**src/rtl/amp_pkg.sv**
```systemverilog
// amp_pkg: shared constants, gain table and FSM encoding for the amplitude scaler
package amp_pkg;
  localparam int AMP_MAX = 9;
  localparam int MIDSCALE = 128;
  // GAIN[k-1] = round(k*256/9); index 8 (code 9) is unity gain
  localparam logic [8:0] GAIN [AMP_MAX] = '{
    9'd28, 9'd57, 9'd85, 9'd114, 9'd142, 9'd171, 9'd199, 9'd228, 9'd256
  };
  typedef enum logic {ST_STABLE, ST_PENDING} state_t;
endpackage

```
**src/rtl/amp_gain_lut.sv**
```systemverilog
// amp_gain_lut: clamps amplitude codes into 1..AMP_MAX and maps a code to its gain
module amp_gain_lut
  import amp_pkg::*;
#(
  parameter int AMP_W = 5
) (
  input  logic [AMP_W-1:0] amplitude,
  input  logic [AMP_W-1:0] code,
  output logic [AMP_W-1:0] req,
  output logic [8:0]       gain
);
  function automatic logic [AMP_W-1:0] clamp(input logic [AMP_W-1:0] c);
    return c == '0 ? AMP_W'(1) : c > AMP_W'(AMP_MAX) ? AMP_W'(AMP_MAX) : c;
  endfunction
  logic [3:0] idx;
  always_comb begin
    req = clamp(amplitude);
    idx = 4'(clamp(code) - AMP_W'(1));
    gain = GAIN[idx];
  end
endmodule

```
**src/rtl/amplitude_scaler.sv**
```systemverilog
// amplitude_scaler: scales offset-binary DDS samples about midscale, switching gain only at period boundaries
module amplitude_scaler
  import amp_pkg::*;
#(
  parameter int          DATA_W  = 8,
  parameter int          AMP_W   = 5,
  parameter logic [15:0] TIMEOUT = 16'd50000
) (
  input  logic              clk,
  input  logic              rst,
  input  logic [AMP_W-1:0]  amplitude,
  input  logic              wave_valid,
  input  logic [DATA_W-1:0] wave_in,
  input  logic              wave_last,
  output logic              dac_valid,
  output logic [DATA_W-1:0] dac_out,
  output logic [AMP_W-1:0]  amp_active
);
  localparam int P_W = DATA_W + 10;
  localparam logic [DATA_W:0] MID = (DATA_W+1)'(MIDSCALE);
  localparam logic signed [P_W-1:0] QMID = P_W'(MIDSCALE);
  localparam logic signed [P_W-1:0] QMAX = P_W'((1 << DATA_W) - 1);
  state_t state, state_n;
  logic [AMP_W-1:0] amp_pend, pend_n, active_n, req;
  logic [15:0] cnt, cnt_n;
  logic [8:0] gain;
  logic boundary;
  amp_gain_lut #(.AMP_W(AMP_W)) lut (
    .amplitude(amplitude),
    .code(amp_active),
    .req(req),
    .gain(gain)
  );
  assign boundary = wave_valid && wave_last;
  always_ff @(posedge clk) begin
    if (rst) begin
      state <= ST_STABLE;
      amp_active <= AMP_W'(1);
      amp_pend <= AMP_W'(1);
      cnt <= '0;
    end else begin
      state <= state_n;
      amp_active <= active_n;
      amp_pend <= pend_n;
      cnt <= cnt_n;
    end
  end
  // A newer request always overrides the pending one; the boundary sample itself keeps the old gain
  always_comb begin
    state_n = state;
    active_n = amp_active;
    pend_n = amp_pend;
    cnt_n = cnt;
    if (state == ST_STABLE) begin
      if (req != amp_active) begin
        pend_n = req;
        cnt_n = '0;
        state_n = ST_PENDING;
      end
    end else if (boundary) begin
      active_n = amp_pend;
      if (req == amp_pend) state_n = ST_STABLE;
      else begin
        pend_n = req;
        cnt_n = '0;
      end
    end else if (req != amp_pend) begin
      pend_n = req;
      cnt_n = '0;
    end else if (cnt == TIMEOUT - 16'd1) begin
      active_n = amp_pend;
      state_n = ST_STABLE;
    end else cnt_n = cnt + 16'd1;
  end
  logic v1, v2;
  logic signed [DATA_W:0] s1;
  logic [8:0] g1;
  logic signed [P_W-1:0] p2, q;
  logic [DATA_W-1:0] r;
  always_comb begin
    q = (p2 >>> 8) + QMID;
    r = q < 0 ? '0 : q > QMAX ? '1 : q[DATA_W-1:0];
  end
  always_ff @(posedge clk) begin
    if (rst) begin
      v1 <= 1'b0;
      v2 <= 1'b0;
      s1 <= '0;
      g1 <= '0;
      p2 <= '0;
      dac_valid <= 1'b0;
      dac_out <= MID[DATA_W-1:0];
    end else begin
      v1 <= wave_valid;
      v2 <= v1;
      dac_valid <= v2;
      if (wave_valid) begin
        s1 <= $signed({1'b0, wave_in} - MID);
        g1 <= gain;
      end
      if (v1) p2 <= P_W'(s1) * $signed({{(P_W-9){1'b0}}, g1});
      if (v2) dac_out <= r;
    end
  end
endmodule

```
**config.mk**
```make
export PLATFORM = sky130hd
export DESIGN_NAME = amplitude_scaler
export DESIGN_NICKNAME = d
export VERILOG_FILES = /design/src/rtl/amp_pkg.sv /design/src/rtl/amp_gain_lut.sv /design/src/rtl/amplitude_scaler.sv
export SDC_FILE = /design/constraint.sdc
export NUM_CORES = 1
export LEC_CHECK = 0
export CORE_UTILIZATION = 45
export DETAILED_ROUTE_END_ITERATION = 7
export GPL_ROUTABILITY_DRIVEN = 0
export PLACE_DENSITY = 0.69
export SLEW_MARGIN = 10
export SYNTH_ARGS = -nofsm -noshare
export SYNTH_HDL_FRONTEND = slang
export SYNTH_SLANG_ARGS = --single-unit
export TNS_END_PERCENT = 1
```
**constraint.sdc**
```tcl
create_clock -name clk -period 14.58 [get_ports clk]
set_input_delay 2.916 -clock clk [delete_from_list [all_inputs] [get_ports clk]]
set_output_delay 2.916 -clock clk [all_outputs]
set_load 0.005 [all_outputs]
```
== After elaboration in Yosys (flattened, before gate mapping) ==
Memory sizes are Yosys's and may differ from the RTL's. A register that Yosys moved wholly into a read port is not among the register bits.
Cells that the tools add are included.

* Bitwise logic cells: 1
* Multiply operators: 1
* Equal/unequal tests: 8
* Reductions and logical operators: 8
* Add/subtract/negate cells: 4
* Mux-type cells: 26
* Magnitude comparators: 4

{| class="wikitable"
|+ Operators with widths
! operator !! number
|-
| $mux 16 || 6
|-
| $mux 5 || 10
|-
| $mul 9x10->18 || 1
|-
| $add 16x1->16 const B || 1
|-
| $eq 16x16->1 const B || 1
|-
| $mux 8 || 2
|-
| $add 10x9->11 const B || 1
|-
| $gt 11x9->1 const B || 1
|-
| $lt 11x1->1 const B || 1
|-
| $gt 5x4->1 const B || 2
|-
| $logic_not 5->1 || 2
|-
| $ne 5x5->1 || 2
|-
| $reduce_and 3->1 || 3
|-
| $sub 8x8->9 const B || 1
|-
| $mux 4 || 2
|-
| $mux 1 || 6
|-
| $eq 5x5->1 || 1
|-
| $not 4->5 || 1
|-
| $ne 4x4->1 const B || 1
|-
| $reduce_bool 2->1 || 2
|-
| $sub 4x1->4 const B || 1
|-
| $ne 3x1->1 const B || 1
|-
| $ne 3x3->1 const B || 1
|-
| $ne 2x2->1 const B || 1
|-
| $logic_and 1x1->1 || 1
|}

* Bits in read-only memories: 144
* Logic and storage cells: 63
* Bits of input ports: 17
* Output and inout bits: 14
* Register bits after elaboration: 65
* Memories: 1

{| class="wikitable"
|+ Memories
! name !! depth !! width !! rd ports !! clocked after Yosys merged registers in !! write ports !! line !! source
|-
| (name not given) || 16 || 9 || 1 || 1 || 0 || amp_gain_lut.sv:19 || <nowiki>gain = GAIN[idx];</nowiki>
|}

== Longest topological paths before layout ==
Gate-level depths: netlist (run 1).

* Depth in word-level cells: 7
* Depth in mapped cells: 18
* Gate-level depth less buffers: 17

== Hierarchy ==
A second synthesis (run 1) with hierarchy kept.

* Cell total of the unflattened synthesis: 604
* Area, all modules: 5484.0 um^2

{| class="wikitable"
|+ Modules (own cells, without submodules)
! module !! seq. area each (um^2) !! instances !! area an instance (um^2) !! cells each
|-
| amplitude_scaler || 1301.2 || 1 || 5261.3 || 571
|-
| amp_gain_lut || 0.0 || 1 || 222.7 || 33
|}

== Least setup slack after synthesis (run 1) ==
OpenSTA, ideal clock, no wires.

* Path type: register -> register
* Start: register s1[7]
* End: register p2[15]
* Stages on the path, launching flop included: 17
* Data required time: 14.442 ns
* Period minus slack after synthesis: 5.401 ns
* Setup time: 0.138 ns
* Slack: 9.179 ns
* Buffers on the path: 2
* Data arrival time: 5.262 ns
* Cells stage by stage: dfxtp_1 clkbuf_1 clkbuf_1 nand2_1 fa_1 fa_1 inv_1 fa_1 fa_1 fa_1 ha_1 a21o_1 a2111oi_0 o31ai_1 a21oi_1 nor3b_1 a2111oi_2

* Longest elaborated chain between the ends: 1

{| class="wikitable"
|+ Ends and longest elaborated chain
! element !! line !! source
|-
| start, declared || amplitude_scaler.sv:76 || <nowiki>logic signed [DATA_W:0] s1;</nowiki>
|-
| start signal, assigned || amplitude_scaler.sv:98 || <nowiki>s1 <= $signed({1'b0, wave_in} - MID);</nowiki>
|-
| $mul 9x10->18 || amplitude_scaler.sv:101 || <nowiki>if (v1) p2 <= P_W'(s1) * $signed({{(P_W-9){1'b0}}, g1});</nowiki>
|-
| end signal, assigned || amplitude_scaler.sv:101 ||
|-
| end, declared || amplitude_scaler.sv:78 || <nowiki>logic signed [P_W-1:0] p2, q;</nowiki>
|}

No other way between the ends.
A chain may end at the register's enable or synchronous reset.

== Worst setup path after layout (run 1) ==
Ends and elaborated chain as after synthesis.

==> results of run 1 <==
[worst max-delay path, stage by stage (launching register included)]
cell	delay [ns]
sky130_fd_sc_hd__dfxtp_1	0.67
sky130_fd_sc_hd__nand2b_1	0.16
sky130_fd_sc_hd__fa_1	0.54
sky130_fd_sc_hd__fa_1	0.55
sky130_fd_sc_hd__inv_1	0.06
sky130_fd_sc_hd__fa_1	0.51
sky130_fd_sc_hd__fa_1	0.58
sky130_fd_sc_hd__fa_1	0.43
sky130_fd_sc_hd__ha_1	0.34
sky130_fd_sc_hd__a21o_1	0.21
sky130_fd_sc_hd__a2111oi_0	0.76
sky130_fd_sc_hd__o31ai_1	0.24
sky130_fd_sc_hd__a21oi_1	0.22
sky130_fd_sc_hd__nor3b_1	0.26
sky130_fd_sc_hd__a2111oi_2	0.08
[synthesized netlist by cell type (4+ instances only)]
cell type | number | area, um2
sky130_fd_sc_hd__nand3_1 | 15 | 75.1
sky130_fd_sc_hd__and2_1 | 42 | 263
sky130_fd_sc_hd__a21oi_1 | 31 | 155
sky130_fd_sc_hd__or2_2 | 5 | 31.3
sky130_fd_sc_hd__buf_2 | 5 | 25.0
sky130_fd_sc_hd__a21o_1 | 8 | 60.1
sky130_fd_sc_hd__nand3b_1 | 6 | 45.0
sky130_fd_sc_hd__mux2i_1 | 19 | 190
sky130_fd_sc_hd__nor2b_1 | 9 | 56.3
sky130_fd_sc_hd__inv_1 | 57 | 214
sky130_fd_sc_hd__nand2b_1 | 11 | 68.8
sky130_fd_sc_hd__o211ai_1 | 4 | 30.0
sky130_fd_sc_hd__xnor2_1 | 13 | 114
sky130_fd_sc_hd__o22ai_1 | 7 | 43.8
sky130_fd_sc_hd__nor3_1 | 12 | 60.1
sky130_fd_sc_hd__fa_1 | 49 | 981
sky130_fd_sc_hd__nand2_1 | 67 | 251
sky130_fd_sc_hd__o21ai_0 | 18 | 90.1
sky130_fd_sc_hd__a31oi_1 | 4 | 25.0
sky130_fd_sc_hd__dfxtp_1 | 65 | 1300
sky130_fd_sc_hd__or3_1 | 5 | 31.3
sky130_fd_sc_hd__nor2_1 | 49 | 184
sky130_fd_sc_hd__buf_1 | 4 | 15.0
sky130_fd_sc_hd__ha_1 | 51 | 638
sky130_fd_sc_hd__clkbuf_1 | 17 | 63.8
sky130_fd_sc_hd__a211oi_1 | 5 | 37.5
sky130_fd_sc_hd__xor2_1 | 9 | 78.8
[cell type report]
| class | count | area share |
|---|---|---|
| Inverter | 58 | 0.0355 |
| Timing Repair Buffer | 33 | 0.0519 |
| Clock buffer | 10 | 0.0390 |
| Clock inverter | 6 | 0.00674 |
| Multi-Input combinational cell | 474 | 0.625 |
| Sequential cell | 65 | 0.212 |
| Tap cell | 143 | 0.0292 |
[how the worst min path moves through the flow]
stage	start	cells past startpoint	end
after floorplan	amp_pend[4]	2	amp_pend[4]
after CTS	dac_out[6]	2	dac_out[6]
after detailed placement	dac_out[6]	2	dac_out[6]
after global routing	dac_out[7]	2	dac_out[7]
final	dac_out[2]	2	dac_out[2]
after global placement	dac_out[6]	2	dac_out[6]
[report_power, final]
| part | switching (mW) | internal, mW | total [mW] |
|---|---|---|---|
| Sequential | 0.0107 | 0.184 | 0.195 |
| Clock | 0.0834 | 0.120 | 0.204 |
| Combinational | 0.0403 | 0.0331 | 0.0734 |
| Total | 0.134 | 0.337 | 0.472 |
[metal layers]
layer	track usage	vias up	wire, um	share of wire
met3	0.0324	20	420	0.035
met5	0	-	0	0
met1	0.259	2067	5480	0.46
met4	0.0729	0	215	0.018
met2	0.348	76	5710	0.48
li1	-	2108	-	-
[stage by stage]
step	setup slack (ns)	total power [mW]	instance area (um2)
2_1_floorplan	9.18	0.249	5450
3_3_place_gp	8.93	0.269	5850
3_5_place_dp	8.80	0.272	5850
4_1_cts	8.79	0.477	6130
5_1_grt	8.40	0.494	6130
6_report	8.83	0.472	6130
[kinds of logic after synthesis]
| family | synth area share |
|---|---|
| buffers and inverters | 0.0590 |
| xor gates and xnor gates | 0.0353 |
| AOI/OAI and AO/OA | 0.110 |
| DFF | 0.239 |
| adders and majority gates | 0.297 |
| and+or+nand+nor | 0.225 |
| muxes | 0.0349 |
[registers in the layout (all words and copies together), names as in the netlist]
register / flops
amp_pend: 5
state: 1
dac_valid: 1
s1: 8
amp_active: 5
v1: 1
p2: 10
v2: 1
cnt: 16
g1: 9
dac_out: 8
==> results.py, run 1 <==
metrics = {
    "status": {
        "status": "finished with violations",
        "violations_in_the_final_reports": "design-rule violations",
    },
    "critical_path": {
        "r2r_slack_ns": 8.83,
        "endpoint_kind": "flip-flop",
        "worstPathMaxFanout": 21,
        "worstSetupStartpoint": "s1[7]",
        "timing.critical_path.required_ns": 14.77,
        "startpoint_type": "flip-flop",
        "r2r.worst_path.cells": 14,
        "timing.rr.start": "s1[7]",
        "timing_worst_setup_path_type": "reg2reg",
        "r2r_end": "p2[15]",
        "timing.critical_path.to": "p2[15]",
        "crit_arrival_ns": 5.94,
    },
    "finish": {
        "most-common-layout-cells": "67 x sky130_fd_sc_hd__nand2_1, 65 x sky130_fd_sc_hd__dfxtp_1, 57 x sky130_fd_sc_hd__inv_1",
        "layout-area-overhead-vs-synth_pct": 12.3,
        "layout_commonest_cell": "sky130_fd_sc_hd__nand2_1",
        "fin_nets": 758,
        "fillerInstances": 1069,
        "seqCellArea_um2": 1300,
        "antennaDiodeCount": 0,
        "multi_input_comb_area_um2": 3830,
        "fin_util": 0.528,
        "finalNonFillerCells": 789,
        "layout-drive-gt1-share": 0.0464,
    },
    "floorplan": {
        "io_pins": 31,
        "dieArea_um2": 12600,
        "die_width_um": 112,
        "initial_utilization": 0.470,
        "placementRows": 39,
        "design.core.area_um2": 11600,
        "fp.dieH_um": 112,
    },
    "timing": {
        "final_min_period_over_clock_period": 0.395,
        "timing.setup.tns_ns": 0,
        "timing.max_slew.rel_slack": 0.428,
        "maxSlewViolCount": 0,
        "finalHoldViolations": 0,
        "setup_viol_count_final": 0,
        "max_freq_mhz": 174,
        "final.setup_skew_ns": 0.00797,
        "final.hold.worst_slack_ns": 0.464,
        "rsz0062_at_grt": "no",
        "worstMarginPinSlew_ns": 0.836,
        "post-route-min-period_ns": 5.75,
    },
    "detailed_routing": {
        "route.vias.total": 4271,
        "drtIter0Drc": 206,
        "antenna_viol_nets_final": 0,
        "drt-total-wl_mm": 11.8,
        "avgRoutedWirePerCell_um": 15.0,
        "firstDrtPassIters": 6,
        "post_drt_via_cell_ratio": 5.41,
        "drc_errors": 1,
    },
    "clock_network": {
        "cts.repair.resized": 0,
        "cts-root-to-sink-buffers": 2,
        "post_cts.repair.setup_buffers": 0,
        "tritoncts": "yes",
        "cts_sinks": 65,
        "clock_latency_ns": 0.33,
        "tritoncts.num_buffers": 9,
        "h-tree-depth": 3,
        "clk_pin_slew_worst_paths_ns": 0.06,
        "root_buffer": "sky130_fd_sc_hd__clkbuf_16",
        "cts_hold_repair.buffers": 0,
    },
    "job": {
        "maxCapViolations": 0,
    },
    "global_route": {
        "first_global_vias": 4416,
        "global_route.overflow_total": 0,
        "global_route_wire_length_before_repair_mm": 20.5,
        "grt_start_max_net_pins": 56,
        "grt_antenna_before_repair": 0,
        "track_usage": 0.203,
    },
    "logic_synthesis": {
        "seq_area_frac_synth": 0.239,
        "synth-edff-count": 0,
        "ys.warnings.count": 0,
        "distinct_cell_type_count_after_synthesis": 54,
        "syn_area_um2": 5450,
        "asyncSetResetFlopFracSynth": 0,
        "synth_nets": 740,
        "ys_dominant_reg_cell": "sky130_fd_sc_hd__dfxtp_1",
        "synth.ff_latch_count": 65,
        "post_synth.cell_area_avg_um2": 8.75,
        "syn-instance-count": 623,
    },
    "power": {
        "powerDensity_nw_per_um2": 77.0,
        "worst_ir_drop_vdd_mv": 0.0604,
        "static-leakage-power_nw": 2.81,
    },
    "placed_design": {
        "numPortBuffers": 30,
        "dp_cells": 773,
        "detailed_place_hpwl_mm": 8.83,
    },
    "min_path": {
        "worst_hold_path_type": "reg2reg",
    },
}
Note: power is estimated with default switching activity, not from simulation.
==> inputs of run 2 (changes only) <==
- PLACE_DENSITY: 0.69 -> 0.71
- clock period: 14.58 -> 5 ns (I/O delays scaled with it)
==> run 2 against run 1 <==
- worst hold slack lost 0.0020 ns
- sequential share of layout area shrank 0.52 points
- final area grew 4.0%
- clock skew is essentially flat
- die area is the same
- critical path type unchanged
- count of clock-buffer cells in the layout shrank 1
- sequential power grew to 2.9 times the previous value
- wire length grew 3.0%
- sequential cell count is the same
- critical endpoint is now p2[14]
- the run still ends with design-rule violations left
==> results.py, run 2 (synthesis results as in run 1) <==
metrics = {
    "status": {
        "status": "finished with violations",
        "violations_in_the_final_reports": "design-rule violations",
    },
    "finish": {
        "fin_util": 0.549,
        "top_register": "cnt",
        "fillerInstances": 1029,
        "leading_registers_by_flop_count": "cnt (16), p2 (10), g1 (9)",
        "layout-drive-gt1-share": 0.0992,
        "antennaDiodeCount": 0,
        "fin_nets": 777,
        "layout_commonest_cell": "sky130_fd_sc_hd__nand2_1",
        "most-common-layout-cells": "67 x sky130_fd_sc_hd__nand2_1, 57 x sky130_fd_sc_hd__inv_1, 56 x sky130_fd_sc_hd__dfxtp_1",
        "largest_register_ffs": 16,
        "layout-area-overhead-vs-synth_pct": 16.8,
    },
    "floorplan": {
        "io_pins": 31,
        "fp.dieH_um": 112,
        "die_width_um": 112,
        "initial_utilization": 0.470,
        "design.core.area_um2": 11600,
        "placementRows": 39,
        "dieArea_um2": 12600,
    },
    "critical_path": {
        "cpMaxStageDelayCell": "sky130_fd_sc_hd__fa_1",
        "worstPathBufferInverterCount": 2,
        "worst_path_dominant_cell_family": "adder cells",
        "timing.critical_path.required_ns": 5.27,
        "worstPathMaxFanout": 6,
        "path_depth": 16,
        "crit_arrival_ns": 5.05,
        "crit_chain": "nand2_1 > fa_1 > fa_1 > inv_1 > fa_1 > fa_1 > fa_1 > ha_4 > nand2_1 > nor4_4 > a2111oi_4 > o31ai_2 > buf_4 > xor2_1 > mux2i_1 > nor2_1",
        "largest_stage_delay_on_the_critical_path_ns": 0.56,
        "r2r.worst_path.cells": 16,
        "timing.critical_path.mode_cell": "sky130_fd_sc_hd__fa_1",
        "startpoint_type": "flip-flop",
        "timing_worst_setup_path_type": "reg2reg",
        "endpoint_kind": "flip-flop",
    },
    "timing": {
        "maxSlewViolCount": 0,
        "final_min_period_over_clock_period": 0.957,
        "final.setup_skew_ns": 0.00830,
        "max_freq_mhz": 209,
        "setup_viol_count_final": 0,
        "final.hold.worst_slack_ns": 0.462,
        "worstMarginPinSlew_ns": 0.620,
        "finalHoldViolations": 0,
        "timing.max_slew.rel_slack": 0.586,
        "post-route-min-period_ns": 4.78,
    },
    "placed_design": {
        "detailed_place_hpwl_mm": 9.44,
        "numPortBuffers": 30,
    },
    "detailed_routing": {
        "avgRoutedWirePerCell_um": 15.1,
        "antenna_viol_nets_final": 0,
        "firstDrtPassIters": 6,
        "drt-total-wl_mm": 12.2,
        "post_drt_via_cell_ratio": 5.38,
        "route.vias.total": 4344,
        "drc_errors": 1,
        "drtIter0Drc": 205,
    },
    "min_path": {
        "worst_hold_path_type": "reg2reg",
        "hold_depth": 2,
    },
    "global_route": {
        "global_route.overflow_total": 0,
        "grt_antenna_before_repair": 0,
        "global_route_wire_length_before_repair_mm": 21.2,
        "track_usage": 0.213,
        "first_global_vias": 4560,
        "grt_start_max_net_pins": 56,
    },
    "clock_network": {
        "cts_sinks": 65,
        "root_buffer": "sky130_fd_sc_hd__clkbuf_16",
        "cts_hold_repair.buffers": 0,
        "h-tree-depth": 3,
        "cts-root-to-sink-buffers": 2,
        "tritoncts": "yes",
        "clock_latency_ns": 0.34,
        "clk_pin_slew_worst_paths_ns": 0.06,
        "tritoncts.num_buffers": 9,
    },
    "power": {
        "static-leakage-power_nw": 2.94,
        "p_total_mw": 1.41,
        "worst_ir_drop_vdd_mv": 0.257,
        "powerDensity_nw_per_um2": 221,
    },
    "job": {
        "maxCapViolations": 0,
    },
}
==> run 2: power by group <==
group          switching (mW)  internal, mW  leakage [nW]  total, mW
Combinational           0.134         0.110          2.27      0.244
Sequential             0.0208         0.537         0.534      0.557
Clock                   0.260         0.345         0.135      0.604
==> run 2: cell type report <==
class	instances	area, um2	share of cell area
clock inverters	7	61.3	0.00962
clock buffers	9	225	0.0353
flip-flops and latches	65	1320	0.207
inverters	58	218	0.0342
multi-input cells	474	3910	0.613
well taps	143	179	0.0281
repair buffers	52	464	0.0728
==> run 2: path summary, 6_finish.rpt <==
kind / endpoint / startpoint / slack (ns)
max: p2[14] / g1[2] / 0.22
min: dac_out[5] / dac_out[5] / 0.46
min reg2reg: dac_out[5] / dac_out[5] / 0.46
max reg2reg: p2[14] / g1[2] / 0.22
==> run 2: layer usage <==
layer  up-vias  track usage  part of all wire
li1       2143            -                 -
met1      2094        0.270              0.43
met2        89        0.366              0.49
met3        18       0.0497             0.056
met4         0       0.0587             0.016
met5         -            0                 0
==> run 2: worst min-delay path, cell delays in order (launching register included) <==
cell	delay, ns
sky130_fd_sc_hd__dfxtp_1	0.31
sky130_fd_sc_hd__nand2_1	0.06
sky130_fd_sc_hd__a21oi_1	0.05
==> run 2: stage by stage <==
stage,worst slack (ns),instances,area [um2],setup TNS (ns)
3_5_place_dp,-0.0208,791,6000,-0.0208
3_3_place_gp,0.0754,791,6000,0
4_1_cts,0.0107,807,6310,0
5_1_grt,-0.00855,808,6370,-0.00855
6_report,0.216,808,6370,0
2_1_floorplan,0.0221,623,5480,0
==> run 2: timing repair <==
action | CTS | global route
gates resized for setup | 2 | 20
hold endpoints to repair | 0 | 0
cloned | 0 | 0
buffers inserted | 0 | 1
endpoints found under the setup margin | 2 | 6
pin swaps | 0 | 8
==> inputs of run 3 (changes only) <==
- CAP_MARGIN: unset -> 30
- PLACE_DENSITY: 0.71 -> 0.69
- SYNTH_HIERARCHICAL: unset -> 1
- clock period: 5 -> 4.57 ns (I/O delays scaled with it)
==> run 3 against run 2 <==
- the run now ends clean
- sequential cell count is the same
- total power is 16% higher
- first-iteration DRC count shrank 32%
- clock skew shrank 0.0023 ns
==> results.py, run 3 <==
metrics = {
    "floorplan": {
        "die_width_um": 112,
        "initial_utilization": 0.470,
        "placementRows": 39,
        "io_pins": 31,
        "design.core.area_um2": 11700,
        "dieArea_um2": 12600,
        "fp.dieH_um": 112,
    },
    "global_route": {
        "global_route_wire_length_before_repair_mm": 21.1,
        "grt_antenna_before_repair": 0,
        "global_route.overflow_total": 0,
        "grt_start_max_net_pins": 53,
        "track_usage": 0.209,
        "first_global_vias": 4527,
    },
    "clock_network": {
        "root_buffer": "sky130_fd_sc_hd__clkbuf_16",
        "tritoncts": "yes",
        "clock_latency_ns": 0.34,
        "cts_hold_repair.buffers": 0,
        "clk_pin_slew_worst_paths_ns": 0.06,
        "cts_sinks": 65,
        "h-tree-depth": 3,
        "cts-root-to-sink-buffers": 2,
        "tritoncts.num_buffers": 9,
    },
    "timing": {
        "worstMarginPinSlew_ns": 0.956,
        "finalHoldViolations": 0,
        "maxSlewViolCount": 0,
        "max_freq_mhz": 219,
        "rsz0062_at_grt": "yes",
        "timing.setup.tns_ns": 0,
        "setup_viol_count_final": 0,
        "final.hold.worst_slack_ns": 0.458,
        "timing.max_slew.rel_slack": 0.363,
        "final.setup_skew_ns": 0.00601,
        "final_min_period_over_clock_period": 0.999,
        "post-route-min-period_ns": 4.56,
    },
    "power": {
        "worst_ir_drop_vdd_mv": 0.239,
        "static-leakage-power_nw": 3.00,
        "powerDensity_nw_per_um2": 247,
        "p_total_mw": 1.64,
    },
    "logic_synthesis": {
        "synth.ff_latch_count": 65,
        "yosys.area_share.simple": 0.226,
        "syn-instance-count": 604,
        "synthMostInstantiatedCell": "sky130_fd_sc_hd__nor2_1",
        "main_combinational_cell_family_by_area_after_synthesis": "adder cells",
        "ys.warnings.count": 6,
        "synthTopCellsByCount": "66 x sky130_fd_sc_hd__nor2_1, 65 x sky130_fd_sc_hd__dfxtp_1, 56 x sky130_fd_sc_hd__nand2_1",
        "distinct_cell_type_count_after_synthesis": 57,
        "synth-edff-count": 0,
        "synth-xor-area-share": 0.0607,
        "synth_top_cell_area_share": 0.237,
        "asyncSetResetFlopFracSynth": 0,
        "multiplexer_fraction_of_the_synthesized_cell_area": 0.0511,
        "ys_dominant_reg_cell": "sky130_fd_sc_hd__dfxtp_1",
        "fraction_of_the_mapped_netlist_area_in_adder_cells": 0.295,
        "post_synth.cell_area_avg_um2": 9.08,
        "synth_top_area_cell": "sky130_fd_sc_hd__dfxtp_1",
        "ys_top_cells_by_area": "sky130_fd_sc_hd__dfxtp_1 24%, sky130_fd_sc_hd__fa_1 18%, sky130_fd_sc_hd__ha_1 12%",
        "synth-compound-area-share": 0.0728,
        "seq_area_frac_synth": 0.237,
        "syn_area_um2": 5480,
        "synth_nets": 721,
    },
    "finish": {
        "layout_commonest_cell": "sky130_fd_sc_hd__nor2_1",
        "layout-drive-gt1-share": 0.156,
        "fillerInstances": 1007,
        "layout-area-overhead-vs-synth_pct": 21.0,
        "fin_nets": 779,
        "antennaDiodeCount": 0,
        "stdcell_area_um2": 6640,
        "largest_register_ffs": 16,
        "top_register": "cnt",
        "leading_registers_by_flop_count": "cnt (16), p2 (10), g1 (9)",
        "most-common-layout-cells": "64 x sky130_fd_sc_hd__nor2_1, 55 x sky130_fd_sc_hd__nand2_1, 54 x sky130_fd_sc_hd__inv_1",
    },
    "critical_path": {
        "timing_worst_setup_path_type": "reg2reg",
        "worstPathMaxFanout": 7,
        "timing.critical_path.required_ns": 4.78,
        "endpoint_kind": "flip-flop",
        "startpoint_type": "flip-flop",
        "crit_arrival_ns": 4.78,
    },
    "status": {
        "status": "finished clean",
    },
    "detailed_routing": {
        "firstDrtPassIters": 4,
        "post_drt_via_cell_ratio": 5.27,
        "drc_errors": 0,
        "drtIter0Drc": 140,
        "route.vias.total": 4269,
        "antenna_viol_nets_final": 0,
        "drt-total-wl_mm": 12.2,
        "avgRoutedWirePerCell_um": 15.1,
    },
    "placed_design": {
        "detailed_place_hpwl_mm": 9.21,
        "placement.cell_area_um2": 6150,
        "numPortBuffers": 30,
    },
    "job": {
        "maxCapViolations": 0,
    },
    "min_path": {
        "worst_hold_path_type": "reg2reg",
    },
}
[run 3: cell types whose count changed after synthesis, sizes merged, moves of 9 or more]
cell and change:
nand3 -11, mux2i +9, a21oi -13, nand2 -11, xnor2 +15, nor2 +17
[run 3: stage by stage]
step / setup WS (ns) / util / instances
after floorplan: -0.00135 / - / 604
after global placement: -0.0600 / 0.528 / 791
after detailed placement: -0.168 / 0.528 / 791
after CTS: -0.112 / 0.560 / 808
after global routing: -0.156 / 0.569 / 810
final: 0.00565 / 0.569 / 810
[run 3: layout make-up]
cell class / instances / area (um2) / area share
multi-input cells: 461 / 4000 / 0.603
clock inverters: 7 / 103 / 0.0155
repair buffers: 70 / 603 / 0.0909
flip-flops and latches: 65 / 1320 / 0.199
well taps: 143 / 179 / 0.0270
clock buffers: 9 / 225 / 0.0339
inverters: 55 / 206 / 0.0311
[run 3: path summary, 6_finish.rpt]
check             slack, ns        from          to  depth (start not counted)
hold reg to reg        0.46  dac_out[0]  dac_out[0]                          2
setup / recovery      0.006       s1[7]      p2[17]                         14
setup reg to reg      0.006       s1[7]      p2[17]                         14
hold / removal         0.46  dac_out[0]  dac_out[0]                          2
[run 3: critical path, cell delays in order (launching register included)]
cell                       delay (ns)
sky130_fd_sc_hd__dfxtp_4         0.39
sky130_fd_sc_hd__nand2_1         0.08
sky130_fd_sc_hd__fa_1            0.52
sky130_fd_sc_hd__fa_1            0.54
sky130_fd_sc_hd__inv_1           0.05
sky130_fd_sc_hd__fa_1            0.46
sky130_fd_sc_hd__fa_1            0.54
sky130_fd_sc_hd__fa_1            0.45
sky130_fd_sc_hd__ha_4            0.19
sky130_fd_sc_hd__a211oi_2        0.23
sky130_fd_sc_hd__nor2_2          0.08
sky130_fd_sc_hd__or4_1           0.53
sky130_fd_sc_hd__a41oi_2         0.16
sky130_fd_sc_hd__xnor2_1         0.14
sky130_fd_sc_hd__o21ai_0         0.10
[run 3: cells by family (layout without fill, tap and decap cells)]
kind of cell             count (synthesis)  after routing
AO/OA/AOI/OAI                           60             60
multiplexers                            28             28
adder cells (fa/ha/maj)                100            100
XOR/XNOR                                38             38
other                                    1              1
buffers and inverters                   78            141
flip-flops                              65             65
AND/OR/NAND/NOR                        234            234
[run 3: routing by layer]
metal | up-vias | wire length, um | GRT usage
met4 | 0 | 151 | 0.0569
li1 | 2118 | - | -
met2 | 65 | 6260 | 0.378
met3 | 14 | 376 | 0.0351
met1 | 2072 | 5440 | 0.257
met5 | - | 0 | 0
[run 3: power by group]
group	internal, mW	switching (mW)	total (mW)	leakage (nW)
Combinational	0.132	0.138	0.269	2.31
Clock	0.483	0.273	0.755	0.157
Sequential	0.588	0.0241	0.612	0.534
[run 3: repair_timing]
action / CTS / global route
endpoints found under the setup margin: 5 / 10
gates resized for setup: 15 / 20
pin swaps: 6 / 8
buffers inserted: 1 / 2
